===== src/rtl/regfile_wr_arb_pkg.sv =====
// Shared defaults and requester indices for the register-file write arbiter
// and the core that instantiates it.
package regfile_wr_arb_pkg;

    localparam int unsigned WORD_LEN_DEF      = 16;
    localparam int unsigned REG_ADDR_LEN_DEF  = 3;
    localparam int unsigned REG_FILE_SIZE_DEF = 8;
    localparam int unsigned N_REQ             = 2;

    localparam logic REQ_CORE = 1'b0;
    localparam logic REQ_DBG  = 1'b1;

endpackage


===== src/rtl/regfile_wr_arb_wr_slot.sv =====
// One-entry write buffer for a single requester; a load on the draining edge
// refills the slot.
module wr_slot
    import regfile_wr_arb_pkg::*;
#(
    parameter int unsigned p_WORD_LEN     = WORD_LEN_DEF,
    parameter int unsigned p_REG_ADDR_LEN = REG_ADDR_LEN_DEF
) (
    input  logic                      clk,
    input  logic                      rst,
    input  logic                      load,
    input  logic                      drain,
    input  logic [p_REG_ADDR_LEN-1:0] load_tgt,
    input  logic [p_WORD_LEN-1:0]     load_data,
    output logic                      valid,
    output logic [p_REG_ADDR_LEN-1:0] tgt,
    output logic [p_WORD_LEN-1:0]     data
);

    always_ff @(posedge clk) begin
        if (rst) begin
            valid <= 1'b0;
            tgt   <= '0;
            data  <= '0;
        end else if (load) begin
            valid <= 1'b1;
            tgt   <= load_tgt;
            data  <= load_data;
        end else if (drain) begin
            valid <= 1'b0;
        end
    end

endmodule


===== src/rtl/regfile_wr_arb.sv =====
// Two-requester write arbiter in front of the register file: buffers one write
// per requester, keeps per-register order, round-robins between registers.
module regfile_wr_arb
    import regfile_wr_arb_pkg::*;
#(
    parameter int unsigned p_WORD_LEN      = WORD_LEN_DEF,
    parameter int unsigned p_REG_ADDR_LEN  = REG_ADDR_LEN_DEF,
    parameter int unsigned p_REG_FILE_SIZE = REG_FILE_SIZE_DEF
) (
    input  logic                       clk,
    input  logic                       rst,
    input  logic                       req0_valid,
    output logic                       req0_ready,
    input  logic [p_REG_ADDR_LEN-1:0]  req0_tgt,
    input  logic [p_WORD_LEN-1:0]      req0_data,
    input  logic                       req1_valid,
    output logic                       req1_ready,
    input  logic [p_REG_ADDR_LEN-1:0]  req1_tgt,
    input  logic [p_WORD_LEN-1:0]      req1_data,
    output logic                       wr_en,
    output logic [p_REG_ADDR_LEN-1:0]  wr_tgt,
    output logic [p_WORD_LEN-1:0]      wr_data,
    output logic [p_REG_FILE_SIZE-1:0] pend_mask,
    output logic                       busy
);

    logic [N_REQ-1:0]          req_valid;
    logic [p_REG_ADDR_LEN-1:0] req_tgt   [N_REQ];
    logic [p_WORD_LEN-1:0]     req_data  [N_REQ];
    logic [N_REQ-1:0]          slot_v;
    logic [p_REG_ADDR_LEN-1:0] slot_tgt  [N_REQ];
    logic [p_WORD_LEN-1:0]     slot_data [N_REQ];
    logic [N_REQ-1:0]          ready;
    logic [N_REQ-1:0]          load;
    logic [N_REQ-1:0]          drain;
    logic [N_REQ-1:0]          keep;
    logic                      gnt_valid;
    logic                      gnt_idx;
    logic                      age_q, age_d;   // index of the older entry
    logic                      last_q, last_d; // index of the last granted requester

    assign req_valid   = {req1_valid, req0_valid};
    assign req_tgt[0]  = req0_tgt;
    assign req_tgt[1]  = req1_tgt;
    assign req_data[0] = req0_data;
    assign req_data[1] = req1_data;

    for (genvar i = 0; i < N_REQ; i++) begin : g_slot
        wr_slot #(
            .p_WORD_LEN     (p_WORD_LEN),
            .p_REG_ADDR_LEN (p_REG_ADDR_LEN)
        ) u_slot (
            .clk       (clk),
            .rst       (rst),
            .load      (load[i]),
            .drain     (drain[i]),
            .load_tgt  (req_tgt[i]),
            .load_data (req_data[i]),
            .valid     (slot_v[i]),
            .tgt       (slot_tgt[i]),
            .data      (slot_data[i])
        );
    end

    // Grant: same register -> older first; different registers -> round-robin.
    always_comb begin
        gnt_valid = 1'b0;
        gnt_idx   = REQ_CORE;
        if (!rst) begin
            unique case (slot_v)
                2'b01: begin
                    gnt_valid = 1'b1;
                    gnt_idx   = REQ_CORE;
                end
                2'b10: begin
                    gnt_valid = 1'b1;
                    gnt_idx   = REQ_DBG;
                end
                2'b11: begin
                    gnt_valid = 1'b1;
                    gnt_idx   = (slot_tgt[0] == slot_tgt[1]) ? age_q : ~last_q;
                end
                default: ;
            endcase
        end
    end

    // Handshake, buffer load (r0 writes are swallowed) and age tracking.
    always_comb begin
        drain  = '0;
        load   = '0;
        age_d  = age_q;
        last_d = last_q;
        if (gnt_valid) begin
            drain[gnt_idx] = 1'b1;
            last_d         = gnt_idx;
        end
        ready = ~slot_v | drain;
        keep  = slot_v & ~drain;
        for (int i = 0; i < N_REQ; i++) begin
            load[i] = !rst && req_valid[i] && ready[i] && (req_tgt[i] != '0);
        end
        if (keep[0] && load[1]) begin
            age_d = REQ_CORE;
        end else if (keep[1] && load[0]) begin
            age_d = REQ_DBG;
        end else if (load[0] && load[1]) begin
            age_d = REQ_CORE;
        end
    end

    always_ff @(posedge clk) begin
        if (rst) begin
            age_q  <= REQ_DBG;
            last_q <= REQ_DBG;
        end else begin
            age_q  <= age_d;
            last_q <= last_d;
        end
    end

    always_comb begin
        pend_mask = '0;
        for (int i = 0; i < N_REQ; i++) begin
            if (slot_v[i]) begin
                pend_mask = pend_mask | (p_REG_FILE_SIZE'(1) << slot_tgt[i]);
            end
        end
        pend_mask[0] = 1'b0;
    end

    assign req0_ready = ready[REQ_CORE];
    assign req1_ready = ready[REQ_DBG];
    assign wr_en      = gnt_valid;
    assign wr_tgt     = gnt_valid ? slot_tgt[gnt_idx]  : '0;
    assign wr_data    = gnt_valid ? slot_data[gnt_idx] : '0;
    assign busy       = |slot_v;

endmodule


===== config.mk =====
export PLATFORM = sky130hd
export DESIGN_NAME = regfile_wr_arb
export DESIGN_NICKNAME = d
export VERILOG_FILES = /design/src/rtl/regfile_wr_arb_pkg.sv /design/src/rtl/regfile_wr_arb_wr_slot.sv /design/src/rtl/regfile_wr_arb.sv
export SDC_FILE = /design/constraint.sdc
export NUM_CORES = 1
export LEC_CHECK = 0
export CORE_AREA = 2 2 73 75
export DETAILED_ROUTE_END_ITERATION = 16
export DIE_AREA = 0 0 75 77
export MAX_ROUTING_LAYER = met4
export PLACE_DENSITY_LB_ADDON = 0.25
export SYNTH_ARGS = -nofsm -noshare
export SYNTH_HDL_FRONTEND = slang
export SYNTH_SLANG_ARGS = --single-unit

===== constraint.sdc =====
create_clock -name clk -period 2.7 [get_ports clk]
set_clock_uncertainty 0.2 [all_clocks]
set_input_delay 0.27 -clock clk [delete_from_list [all_inputs] [get_ports clk]]
set_output_delay 0.27 -clock clk [all_outputs]
set_load 0.02 [all_outputs]

Word level (Yosys, flattened, before mapping)
Index checks and enable logic that the tools add are counted.

word-level totals
  flip-flop bits (word level) = 42
  latch bits = 0
  RAM bits = 0
  memory bits (read-only) = 0
  input port bits = 42
  output and inout port bits = 31
  logic and storage cells = 67
  memories = 0

cells by class
  $add $sub $neg = 0
  multiply operators = 0
  divide/modulo/power cells = 0
  order comparisons = 3
  equality and inequality tests = 4
  shifts and indexed selects = 2
  muxes and demuxes = 25
  bitwise operators = 7
  reduce and logical (&&, ||, !) cells = 18

operators by type and width
  kind                   number
  $mux W16               4
  $mux W8                2
  $shl A1 B3 Y8 const A  2
  $mux W1                12
  $mux W3                4
  $logic_and A1 B1 Y1    10
  $reduce_bool A3 Y1     3
  $or A8 B8 Y8           1
  $eq A2 B2 Y1 const B   2
  $not A2 Y2             2
  $reduce_bool A2 Y1     2
  $eq A3 B3 Y1           1
  $reduce_or A3 Y1       1
  $and A2 B2 Y2          1
  $eq A2 B1 Y1 const B   1
  $ge A2 B2 Y1 const B   1
  $lt A1 B2 Y1 const B   1
  $mux W2                1
  $not A1 Y2             1
  $or A2 B2 Y2           1
  $pmux W1 S2            1
  $reduce_or A2 Y1       1
  $demux W1 S1           1
  $ge A1 B1 Y1 const B   1
  other kinds (2)        2

Longest topological paths before layout
Gate-level depths: netlist of the first run.

  depth in word-level cells = 16
  mapped depth = 6
  depth with buffers taken out = 4

Cells and area by module
Synthesis of the first run repeated with hierarchy kept, for this count alone.

unflattened totals
  cell total of the unflattened synthesis = 207
  area total of the unflattened synthesis = 2024.4 µm²

by module, submodules not included
  module          times used  cells an instance  area each (µm²)  sequential area each (µm²)
  wr_slot         2           65                 706.9            400.4
  regfile_wr_arb  1           77                 610.6            40.0

Least setup slack after synthesis of the first run
Ideal clock, no wire load.

  path type = register to output
  start = register g_slot[1].u_slot.tgt[2]
  end = output port wr_data[10]
  data arrival time = 1.742 ns
  required time = 2.230 ns
  setup slack = 0.488 ns
  stages on the path, launching flop included = 7
  buffers on the path = 2
  cells stage by stage = dfxtp_1 buf_2 xnor2_1 a41oi_1 nor3_2 clkbuf_1 a22o_1

on the way
  longest elaborated chain between the ends = 9

ends and longest elaborated chain
  what                                          RTL line                      RTL
  from (decl)                                   regfile_wr_arb_wr_slot.sv:16  output logic [p_REG_ADDR_LEN-1:0] tgt,
  from (signal assigned)                        regfile_wr_arb_wr_slot.sv:27  tgt <= load_tgt;
  $eq A3 B3 Y1                                  regfile_wr_arb.sv:81          gnt_idx = (slot_tgt[0] == slot_tgt[1]) ? age_q : ~last_q;
  $mux W1                                       regfile_wr_arb.sv:81
  $pmux W1 S2                                   regfile_wr_arb.sv:70          unique case (slot_v)
  $mux W1                                       regfile_wr_arb.sv:69          if (!rst) begin
  $not A1 Y2 (implied by the code)              regfile_wr_arb.sv:136         assign wr_data = gnt_valid ? slot_data[gnt_idx] : '0;
  $mux W16 (implied by the code) (3 in series)  regfile_wr_arb.sv:136
  $mux W16                                      regfile_wr_arb.sv:136
  to (decl)                                     regfile_wr_arb.sv:22          output logic [p_WORD_LEN-1:0] wr_data,

Every way passes these cells. The select of a mux whose other input is x is not followed.

Final worst setup path of the first run
  start = register g_slot[1].u_slot.tgt[0]
  end = output port wr_data[12]

Same word-level chain as after synthesis.

==> results of run 1 <==
[routing by layer]
metal  GRT usage  up-vias
met2       0.316       59
met3      0.0355        8
met1       0.249      872
met4      0.0804        0
met5           -        -
li1            -      911
[kinds of logic (layout without fill, tap and decap cells)]
kind of cell / count (synthesis) / count (layout) / share of synthesized area
AOI/OAI and AO/OA: 40 / 40 / 0.159
buffers and inverters: 17 / 98 / 0.0506
muxes: 39 / 39 / 0.212
other: 1 / 1 / 0.00167
DFF: 42 / 42 / 0.374
xor gates and xnor gates: 6 / 6 / 0.0267
and+or+nand+nor: 65 / 65 / 0.176
[cells in the final DEF (no fill, tap or decap), types with 3 or more instances in the layout]
cell              n
clkdlybuf4s50_1  50
dfxtp_1          41
nor2b_1          39
mux2_2           22
a22o_1           16
dlygate4sd2_1    16
buf_4            16
mux2_4           10
nand2b_1          8
mux2_1            7
nand2_1           6
o22ai_1           5
clkbuf_8          5
clkdlybuf4s15_1   4
xnor2_1           3
[worst paths after layout]
| path | cells after the start | slack, ps | endpoint |
|---|---|---|---|
| hold reg to reg | 2 | 370 | last_q$_SDFFE_PP1P_ |
| setup reg to reg | 5 | 120 | g_slot[0].u_slot.data[3]$_SDFFE_PP0P_ |
| hold / removal | 2 | 350 | g_slot[1].u_slot.data[11]$_SDFFE_PP0N_ |
| setup / recovery | 6 | 60 | wr_data[12] |
[where the power goes]
part	switching (mW)	internal, mW	leakage [nW]
logic	0.164	0.208	0.965
registers	0.0328	0.671	0.348
clock network	0.225	0.277	0.0585
[area by class of cell]
class,instances,area (µm²)
tap,70,87.6
clock inverter,3,43.8
multi-input combinational,151,1310
timing repair buffer,88,826
fill,432,1790
inverter,2,7.51
clock buffer,5,68.8
sequential,42,842
[what timing repair did]
| action | 4_1_cts | 5_1_grt |
|---|---|---|
| pin swaps | 0 | 1 |
| gates resized for setup | 25 | 6 |
| setup endpoints to repair | 21 | 16 |
[through the flow]
step	hold slack [ps]	utilization	area, µm²	worst slack (ps)
final	351	0.640	3180	59.5
after global placement	347	0.619	3080	62.8
after detailed placement	361	0.619	3080	61.6
after CTS	353	0.639	3180	23.0
after floorplan	195	-	2250	488
after global routing	369	0.640	3180	0.149
[state kept, by name (all words and copies together), names as in the netlist]
| register | cells |
|---|---|
| g_slot.u_slot.valid | 2 |
| g_slot.u_slot.data | 32 |
| age_q | 1 |
| g_slot.u_slot.tgt | 6 |
| last_q | 1 |
[worst max-delay path: stages (launching register included)]
cell and delay, ps:
dfxtp_1 340, xor2_2 200, o31a_1 360, o31a_1 300, buf_12 170, a22o_1 190, dlygate4sd2_1 320
==> results.env, run 1 <==
DR_TOTAL_VIAS=1850
DRT_ITER0_DRC=48
CLKSINKCOUNT=42
WORST_EP_ARRIVAL_TIME_PS=2170
POST_DRT_WL_PER_CELL_UM=14.7
WORST_PIN_SLEW_PS=980
NUMBER_OF_ENABLE_TYPE_REGISTER_CELLS_IN_THE_SYNTHESIZED_NETLIST=0
GRT_PASS1_WL_UM=8640
CTS_INSERTED_BUFFERS=5
MIN-DELAY-START='req1_data[11]'
DESIGN.PORTCOUNT=73
SYN-INSTANCE-COUNT=210
FINALMAXSLEWVIOLATIONS=0
CRITPATHLAUNCH='g_slot[1].u_slot.tgt[0]$_SDFFE_PP0N_'
PORT_BUFFERS=71
SYNTH_TOP_AREA_SHARE=0.374
FINAL_CELL_COUNT_NO_FILL=361
CLOCK_LATENCY_ON_THE_WORST_SKEW_PAIR_PS=300
DETAIL-ROUTE-ANTENNA-NETS=0
HOLD_VIOLATIONS=0
RUN_STATUS='finished clean'
SYNTHMOSTINSTANTIATEDCELL='dfxtp_1'
MET3_LENGTH_UM=293
DRTPASS1ITERATIONS=4
VDD_DROP_MAX_mV=0.335
CTS_HOLD_REPAIR.BUFFERS=0
MET2_WIRELENGTH_UM=2600
ASYNCSETRESETFLOPFRACSYNTH=0
SYNTHTOLAYOUTAREAGROWTH_PCT=41.6
FIN_CRIT_PS=2640
SYNTH_AREA_UM2=2250
DIE_FOOTPRINT_UM2=5780
SYNTHFLOPTYPE='dfxtp_1'
YOSYSSEQAREASHARE=0.374
CRIT_PATH_MAX_FANOUT=16
TRITONCTS='built'
WORSTSETUPENDPOINTTYPE='output pin'
TOP_LAYER='met4'
SYNTHDOMINANTAREACELLTYPE='dfxtp_1'
START_UTIL=0.452
DESIGN_POWER_TOTAL_mW=1.58
MAX_FREQ_MHz=379
DESIGN.FINAL.NETS=332
MAX_CAP_CHECK_VIOLATION_COUNT=0
FRACTION_OF_FINAL_LAYOUT_CELLS_SIZED_BEYOND_DRIVE_STRENGTH_1=0.234
INITIAL_ANTENNA_VIOLATION_COUNT=0
DRCVIOLATIONCOUNT=0
CLK_PIN_SLEW_WORST_SETUP_HOLD_PATHS_PS=80
SETUP_VIOL=0
MAPPEDNETLISTNETS=252
GRT_SETUP_UNREPAIRED='no'
GPL.FINAL_WEIGHTED_CONGESTION=0.901
TIMING.FINAL.CRIT_SHARE=0.978
CTS.PATH.MAX_BUFFERS=2
SYNTH_COMMON_CELLS='dfxtp_1, nor2b_1, mux2_2'
FIN_TNS_SETUP_PS=0
CTSHTREEMAXLEVEL=2
DPL.CELL_COUNT=353
POST_SYNTH.CELL_AREA_AVG_UM2=10.7
GRT_OVERFLOW_TOTAL=0
GRT_USE_TOTAL=0.200
P_PER_CELL_AREA_nW_PER_UM2=496
NETLIST_TOP_CELLS_AREA='dfxtp_1, mux2_2, nor2b_1'
FLOORPLAN.ROWS=26
TOTAL_LEAKAGE_POWER_nW=1.37
CRITICAL_PATH.STARTPOINT_TYPE='register'
MAX_SLEW_MARGIN=0.347
HPWLAFTERDP_UM=3880
INSERTEDDIODECOUNT=0
VIAS_IN_THE_FIRST_GLOBAL_ROUTE=1869
VIA_PER_INST=5.12
YOSYS_WARNING_COUNT=0
FP.DIEH_UM=77
M1WIRELENGTH_UM=2300
GRT_START_MAX_NET_PINS=30
WORSTREG2REGSTART='g_slot[1].u_slot.tgt[0]$_SDFFE_PP0N_'
DRT-TOTAL-WL_UM=5290
FLOORPLAN.CORE_AREA_UM2=4980
DIE_WIDTH_UM=75
SYNTH_SEQ_CELLS=42
CRITICAL_PATH_CLASS='reg2out'
YOSYS.CELL_TYPES.COUNT=41
CLOCK_TREE.ROOT_CELL='clkbuf_8'
CTS_SETUP_BUFFERS=0
CRITICAL_PATH_REQUIRED_PS=2230
HOLDCRITPATHCLASS='in2reg'
Power figures use the tool's default switching activity.
==> run 2, diff against run 1 <==
SKIP_LAST_GASP = 1   (was default)
==> run 2 against run 1 <==
Global-route usage unchanged. Die area unchanged. Sequential power about the same. Critical endpoint is now wr_data[7]. Register-to-register slack about the same. Total power about the same.
==> results.env, run 2 (same netlist as run 1, synthesis figures left out) <==
RUN_STATUS='finished clean'
DRCVIOLATIONCOUNT=0  # unchanged
CRIT_CHAIN='xor2_2 > o31a_1 > o31a_1 > buf_12 > a22o_1 > dlygate4sd2_1'
FINAL_DESIGN_AREA_NO_FILL_UM2=3190  # +0.35%
DRT_ITER0_DRC=50  # +4.2%
FINALMAXSLEWVIOLATIONS=0  # unchanged
FRACTION_OF_THE_CORE_AREA_COVERED_BY_CELLS_AT_THE_END_OF_THE_FLOW=0.642  # +0.00226
CTS_INSERTED_BUFFERS=5  # unchanged
HOLDCRITPATHCLASS='in2reg'
CRITICAL_PATH_CLASS='reg2out'
MAX_CAP_CHECK_VIOLATION_COUNT=0  # unchanged
WORST_PIN_SLEW_PS=982  # +2.22 ps
LARGEST_REGISTER_FFS=32  # unchanged
GRT_USE_TOTAL=0.200  # unchanged
CLOCK_LATENCY_ON_THE_WORST_SKEW_PAIR_PS=300  # about the same
CP_TOP_FAMILY='compound AO/OA/AOI/OAI gates'
DETAIL-ROUTE-ANTENNA-NETS=0  # unchanged
CLOCK_TREE.ROOT_CELL='clkbuf_8'
TIMING.FINAL.CRIT_SHARE=0.977  # about the same
MOST_FLOP_HEAVY_REGISTER='g_slot.u_slot.data'
CTS_HOLD_REPAIR.BUFFERS=0  # unchanged
TIMING.CRITICAL_PATH.MODE_CELL='o31a_1'
POWER_SWITCHING_mW=0.421  # -0.26%
FLOORPLAN.ROWS=26  # unchanged
DRTPASS1ITERATIONS=4  # unchanged
CTSHTREEMAXLEVEL=2  # unchanged
GPL.FINAL_WEIGHTED_CONGESTION=0.901  # unchanged
P_PER_CELL_AREA_nW_PER_UM2=494  # -0.36%
COMBINATIONAL_FRACTION_OF_DESIGN_POWER=0.236  # about the same
CRITICAL_PATH.STARTPOINT_TYPE='register'
TOTAL_LEAKAGE_POWER_nW=1.34  # -2.3%
DESIGN.FINAL.NETS=332  # unchanged
HPWLAFTERDP_UM=3880  # unchanged
P_SW_FRAC=0.267  # -0.000692
PORT_BUFFERS=71  # unchanged
FIN_HOLD_WS_PS=352  # +0.366 ps
GRT_OVERFLOW_TOTAL=0  # unchanged
SYNTHTOLAYOUTAREAGROWTH_PCT=42.1
INITIAL_ANTENNA_VIOLATION_COUNT=0  # unchanged
DRT-TOTAL-WL_UM=5270  # -0.36%
INTERNAL_CELL_POWER_mW=1.16  # about the same
LAYOUT_COMMONEST_CELL='clkdlybuf4s50_1'
CTS_SETUP_BUFFERS=0  # unchanged
WORST_STAGE_DELAY_ON_THE_CRITICAL_PATH_PS=360  # about the same
CLKPWRFRAC=0.318  # about the same
FIN_CRIT_PS=2640  # -2.01 ps
POST_DP_CELL_AREA_UM2=3080  # unchanged
GRT_START_MAX_NET_PINS=30  # unchanged
DESIGN.PORTCOUNT=73  # unchanged
CRIT_BUF_INV=2  # unchanged
DR_TOTAL_VIAS=1856  # +0.32%
CRITICAL_PATH_REQUIRED_PS=2230  # about the same
DIE_FOOTPRINT_UM2=5780  # unchanged
MAX_FREQ_MHz=379  # about the same
FP.DIEH_UM=77  # unchanged
FRACTION_OF_FINAL_LAYOUT_CELLS_SIZED_BEYOND_DRIVE_STRENGTH_1=0.234  # unchanged
WORST_EP_ARRIVAL_TIME_PS=2170  # about the same
DIE_WIDTH_UM=75  # unchanged
GRT_PASS1_WL_UM=8640  # unchanged
SETUP_VIOL=0  # unchanged
TRITONCTS='built'
P_SEQ_FRAC=0.446  # about the same
VDD_DROP_MAX_mV=0.335  # about the same
FLOORPLAN.CORE_AREA_UM2=4980  # unchanged
MAX_SLEW_MARGIN=0.345  # -0.00148
HOLD_VIOLATIONS=0  # unchanged
VIAS_IN_THE_FIRST_GLOBAL_ROUTE=1869  # unchanged
FILLERS=422  # -2.3%
LAYOUT.CELLS.MOST_COMMON_LIST='clkdlybuf4s50_1, dfxtp_1, nor2b_1'
WORSTSETUPENDPOINTTYPE='output pin'
GRT_SETUP_UNREPAIRED='yes'
POST_DRT_WL_PER_CELL_UM=14.6  # -0.36%
SLOWEST_CELL_ON_THE_CRITICAL_PATH='dfxtp_2'
CRIT_PATH_MAX_FANOUT=16  # unchanged
DESIGN_POWER_TOTAL_mW=1.58  # about the same
VIA_PER_INST=5.14  # +0.32%
REG.LARGEST.LIST='g_slot.u_slot.data (32), g_slot.u_slot.tgt (6), g_slot.u_slot.valid (2)'
INSERTEDDIODECOUNT=0  # unchanged
CLK_PIN_SLEW_WORST_SETUP_HOLD_PATHS_PS=80  # about the same
CTS.PATH.MAX_BUFFERS=2  # unchanged
START_UTIL=0.452  # unchanged
CLKSINKCOUNT=42  # unchanged
## run 2: cell types whose count changed in the layout (fill, tap and decap cells not counted)
cell	change
dlygate4sd2_1	-9
clkbuf_2	+1
buf_2	-1
clkdlybuf4s15_1	+9
## run 2: what timing repair did
item	4_1_cts	5_1_grt
endpoints found under the setup margin	21	28
endpoints found under the hold margin	0	0
pin swaps	0	2
resized for setup	22	17
## run 2: layer usage
metal,wire length (µm),track usage
met1,2320,0.249
met5,0,-
met4,96,0.0804
met3,276,0.0355
met2,2580,0.316
## run 2: worst paths after layout
path / start / end / slack, ps / cells after the start
max: g_slot[1].u_slot.tgt[2]$_SDFFE_PP0N_ / wr_data[7] / 60 / 6
min: req1_data[11] / g_slot[1].u_slot.data[11]$_SDFFE_PP0N_ / 350 / 2
max reg2reg: g_slot[1].u_slot.tgt[2]$_SDFFE_PP0N_ / g_slot[0].u_slot.data[3]$_SDFFE_PP0P_ / 120 / 5
min reg2reg: last_q$_SDFFE_PP1P_ / last_q$_SDFFE_PP1P_ / 370 / 2
## run 2: layout make-up
| class | count | area, µm² | area share |
|---|---|---|---|
| inverters | 2 | 7.51 | 0.00235 |
| clock inverters | 3 | 43.8 | 0.0137 |
| well taps | 70 | 87.6 | 0.0274 |
| repair buffers | 88 | 837 | 0.262 |
| clock buffers | 5 | 68.8 | 0.0215 |
| flip-flops and latches | 42 | 842 | 0.264 |
| multi-input cells | 151 | 1310 | 0.409 |
## run 2: power by group through the flow
stage / sequential, mW / clock, mW / combinational, mW
2_1_floorplan: 0.705 / 0 / 0.235
3_3_place_gp: 0.716 / 0 / 0.373
3_5_place_dp: 0.717 / 0 / 0.379
4_1_cts: 0.703 / 0.510 / 0.372
5_1_grt: 0.712 / 0.544 / 0.400
6_report: 0.704 / 0.501 / 0.373
## run 2: stage by stage
stage	setup WS, ps	setup TNS [ps]	cells
after floorplan	488	0	210
after global placement	62.8	0	353
after detailed placement	61.6	0	353
after CTS	-57.0	-57.0	361
after global routing	-3.34	-3.34	361
final	61.5	0	361
==> run 3, diff against run 2 <==
SKIP_CTS_REPAIR_TIMING = 1   (was default)
==> run 3 against run 2 <==
Combinational power grew 2%. Sequential power is essentially flat. Hold slack lost 1.9 ps.
==> results.env, run 3 (same netlist as run 1, synthesis figures left out) <==
REG2REG_DEPTH=5  # unchanged
CTS_INSERTED_BUFFERS=5  # unchanged
FILLERS=418  # -0.95%
GRT_PASS1_WL_UM=8600  # -0.47%
GPL.FINAL_WEIGHTED_CONGESTION=0.901  # unchanged
GRT_START_MAX_NET_PINS=30  # unchanged
GRT_USE_TOTAL=0.199  # -0.000867
PLACE_WORST_SETUP_SLACK_PS=61.6  # unchanged
FINALMAXSLEWVIOLATIONS=0  # unchanged
LAYOUT_COMMONEST_CELL='clkdlybuf4s50_1'
CRIT_CHAIN='xor2_2 > o31a_1 > o31a_1 > buf_4 > a2bb2o_1 > dlymetal6s2s_1'
DESIGN.PORTCOUNT=73  # unchanged
VIA_PER_INST=5.10  # -0.75%
CRITICAL_PATH.STARTPOINT_TYPE='register'
DRTPASS1ITERATIONS=4  # unchanged
START_UTIL=0.452  # unchanged
CRITICAL_PATH_CLASS='reg2out'
TOTAL_LEAKAGE_POWER_nW=1.65  # +23%
LAYOUT.CELLS.MOST_COMMON_LIST='clkdlybuf4s50_1, dfxtp_1, nor2b_1'
DETAIL-ROUTE-ANTENNA-NETS=0  # unchanged
WORST_PIN_SLEW_PS=977  # -5.44 ps
CTSHTREEMAXLEVEL=2  # unchanged
DIE_FOOTPRINT_UM2=5780  # unchanged
WORST_EP_ARRIVAL_TIME_PS=2170  # about the same
POWER_SWITCHING_mW=0.422  # +0.27%
TIMING.HOLD.WORST_PATH_DEPTH=2  # unchanged
FLOORPLAN.ROWS=26  # unchanged
CRIT_BUF_INV=2  # unchanged
CLKPWRFRAC=0.317  # about the same
DRCVIOLATIONCOUNT=0  # unchanged
LARGEST_REGISTER_FFS=32  # unchanged
INTERNAL_CELL_POWER_mW=1.16  # +0.52%
R2R_SLACK_PS=130  # about the same
INITIAL_ANTENNA_VIOLATION_COUNT=0  # unchanged
VDD_DROP_MAX_mV=0.336  # +0.10%
FIN_TNS_SETUP_PS=0  # unchanged
GRT_OVERFLOW_TOTAL=0  # unchanged
WHS_ENDPOINT='g_slot[1].u_slot.data[11]$_SDFFE_PP0N_'
PORT_BUFFERS=71  # unchanged
SYNTHTOLAYOUTAREAGROWTH_PCT=45.4
MOST_FLOP_HEAVY_REGISTER='g_slot.u_slot.data'
CLK_PIN_SLEW_WORST_SETUP_HOLD_PATHS_PS=80  # about the same
CP_TOP_FAMILY='compound AO/OA/AOI/OAI gates'
WORST_STAGE_DELAY_ON_THE_CRITICAL_PATH_PS=350  # about the same
SETUP_WS_PS=60.9  # -0.638 ps
DIE_WIDTH_UM=75  # unchanged
SETUP_VIOL=0  # unchanged
FIN_CRIT_PS=2640  # +0.638 ps
DRT-TOTAL-WL_UM=5330  # +1.1%
TIMING.CRITICAL_PATH.MODE_CELL='o31a_1'
HOLDCRITPATHCLASS='in2reg'
CLOCK_TREE.ROOT_CELL='clkbuf_8'
P_SW_FRAC=0.266  # -0.000477
HPWLAFTERDP_UM=3880  # unchanged
CRIT_PATH_MAX_FANOUT=4  # -12
REGTOREGENDPOINT='g_slot[0].u_slot.data[3]$_SDFFE_PP0P_'
MAX_FREQ_MHz=379  # about the same
MAX_CAP_CHECK_VIOLATION_COUNT=0  # unchanged
CLOCK_LATENCY_ON_THE_WORST_SKEW_PAIR_PS=300  # about the same
P_PER_CELL_AREA_nW_PER_UM2=485  # -1.8%
MIN-DELAY-START='req1_data[11]'
RUN_STATUS='finished clean'
WORSTREG2REGSTART='g_slot[1].u_slot.tgt[1]$_SDFFE_PP0N_'
GRT_SETUP_UNREPAIRED='yes'
FP.DIEH_UM=77  # unchanged
DR_TOTAL_VIAS=1842  # -0.75%
WORSTSETUPENDPOINTTYPE='output pin'
CLKSINKCOUNT=42  # unchanged
DRT_ITER0_DRC=43  # -14%
TRITONCTS='built'
REG.LARGEST.LIST='g_slot.u_slot.data (32), g_slot.u_slot.tgt (6), g_slot.u_slot.valid (2)'
MAX_SLEW_MARGIN=0.349  # +0.00363
FLOORPLAN.CORE_AREA_UM2=4980  # unchanged
DESIGN.FINAL.NETS=332  # unchanged
P_SEQ_FRAC=0.444  # -0.002
TIMING.FINAL.CRIT_SHARE=0.977  # about the same
FRACTION_OF_FINAL_LAYOUT_CELLS_SIZED_BEYOND_DRIVE_STRENGTH_1=0.234  # unchanged
HOLD_VIOLATIONS=0  # unchanged
POST_DRT_WL_PER_CELL_UM=14.8  # +1.1%
VIAS_IN_THE_FIRST_GLOBAL_ROUTE=1865  # -0.21%
CRITICAL_PATH_REQUIRED_PS=2230  # about the same
SLOWEST_CELL_ON_THE_CRITICAL_PATH='dfxtp_1'
COMBINATIONAL_FRACTION_OF_DESIGN_POWER=0.239  # +0.003
INSERTEDDIODECOUNT=0  # unchanged
CTS.PATH.MAX_BUFFERS=2  # unchanged
[run 3: cell types whose count changed in the layout (fill, tap and decap cells not counted)]
cell	previous run	this run
clkbuf_2	1	0
clkdlybuf4s15_1	13	0
xor2_1	1	0
dlymetal6s2s_1	0	21
dlygate4sd2_1	7	0
xor2_2	2	3
[run 3: power groups by stage]
| stage | clock network, mW | logic (mW) | registers, mW |
|---|---|---|---|
| floorplan | 0 | 0.235 | 0.705 |
| global placement | 0 | 0.373 | 0.716 |
| detailed placement | 0 | 0.379 | 0.717 |
| CTS | 0.510 | 0.381 | 0.702 |
| global route | 0.544 | 0.406 | 0.713 |
| finish | 0.502 | 0.379 | 0.705 |
[run 3: cell type report]
type                    instances  area [µm²]  area share
flip-flops and latches         42         842       0.258
clock buffers                   5        68.8      0.0211
multi-input cells             151        1320       0.402
well taps                      70        87.6      0.0268
clock inverters                 3        43.8      0.0134
repair buffers                 88         903       0.276
inverters                       2        7.51     0.00230
[run 3: worst max path at each step]
stage                                               startpoint     endpoint  slack (ps)  cells after the start
after floorplan           g_slot[1].u_slot.tgt[2]$_SDFFE_PP0N_  wr_data[10]         490                      6
after global placement                                     rst   wr_data[6]          60                      7
after detailed placement                                   rst    wr_tgt[0]          60                      6
after CTS                 g_slot[1].u_slot.tgt[2]$_SDFFE_PP0N_    wr_tgt[0]        -260                      6
after global routing      g_slot[1].u_slot.tgt[1]$_SDFFE_PP0N_    wr_tgt[0]          -3                      6
final                     g_slot[1].u_slot.tgt[1]$_SDFFE_PP0N_    wr_tgt[0]          60                      6
[run 3: metal layers]
metal | vias up | wire [µm] | GRT usage
met5 | - | 0 | -
met3 | 8 | 245 | 0.0355
met1 | 870 | 2310 | 0.248
met4 | 0 | 98 | 0.0804
met2 | 59 | 2670 | 0.315
li1 | 905 | - | -
[run 3: stage by stage]
step,hold WS (ps),power (mW),area [µm²],instances,utilization
after CTS,353,1.59,3190,361,0.642
final,350,1.59,3270,361,0.657
after global routing,369,1.66,3270,361,0.657
after detailed placement,361,1.10,3080,353,0.619
after global placement,347,1.09,3080,353,0.619
after floorplan,195,0.940,2250,210,-
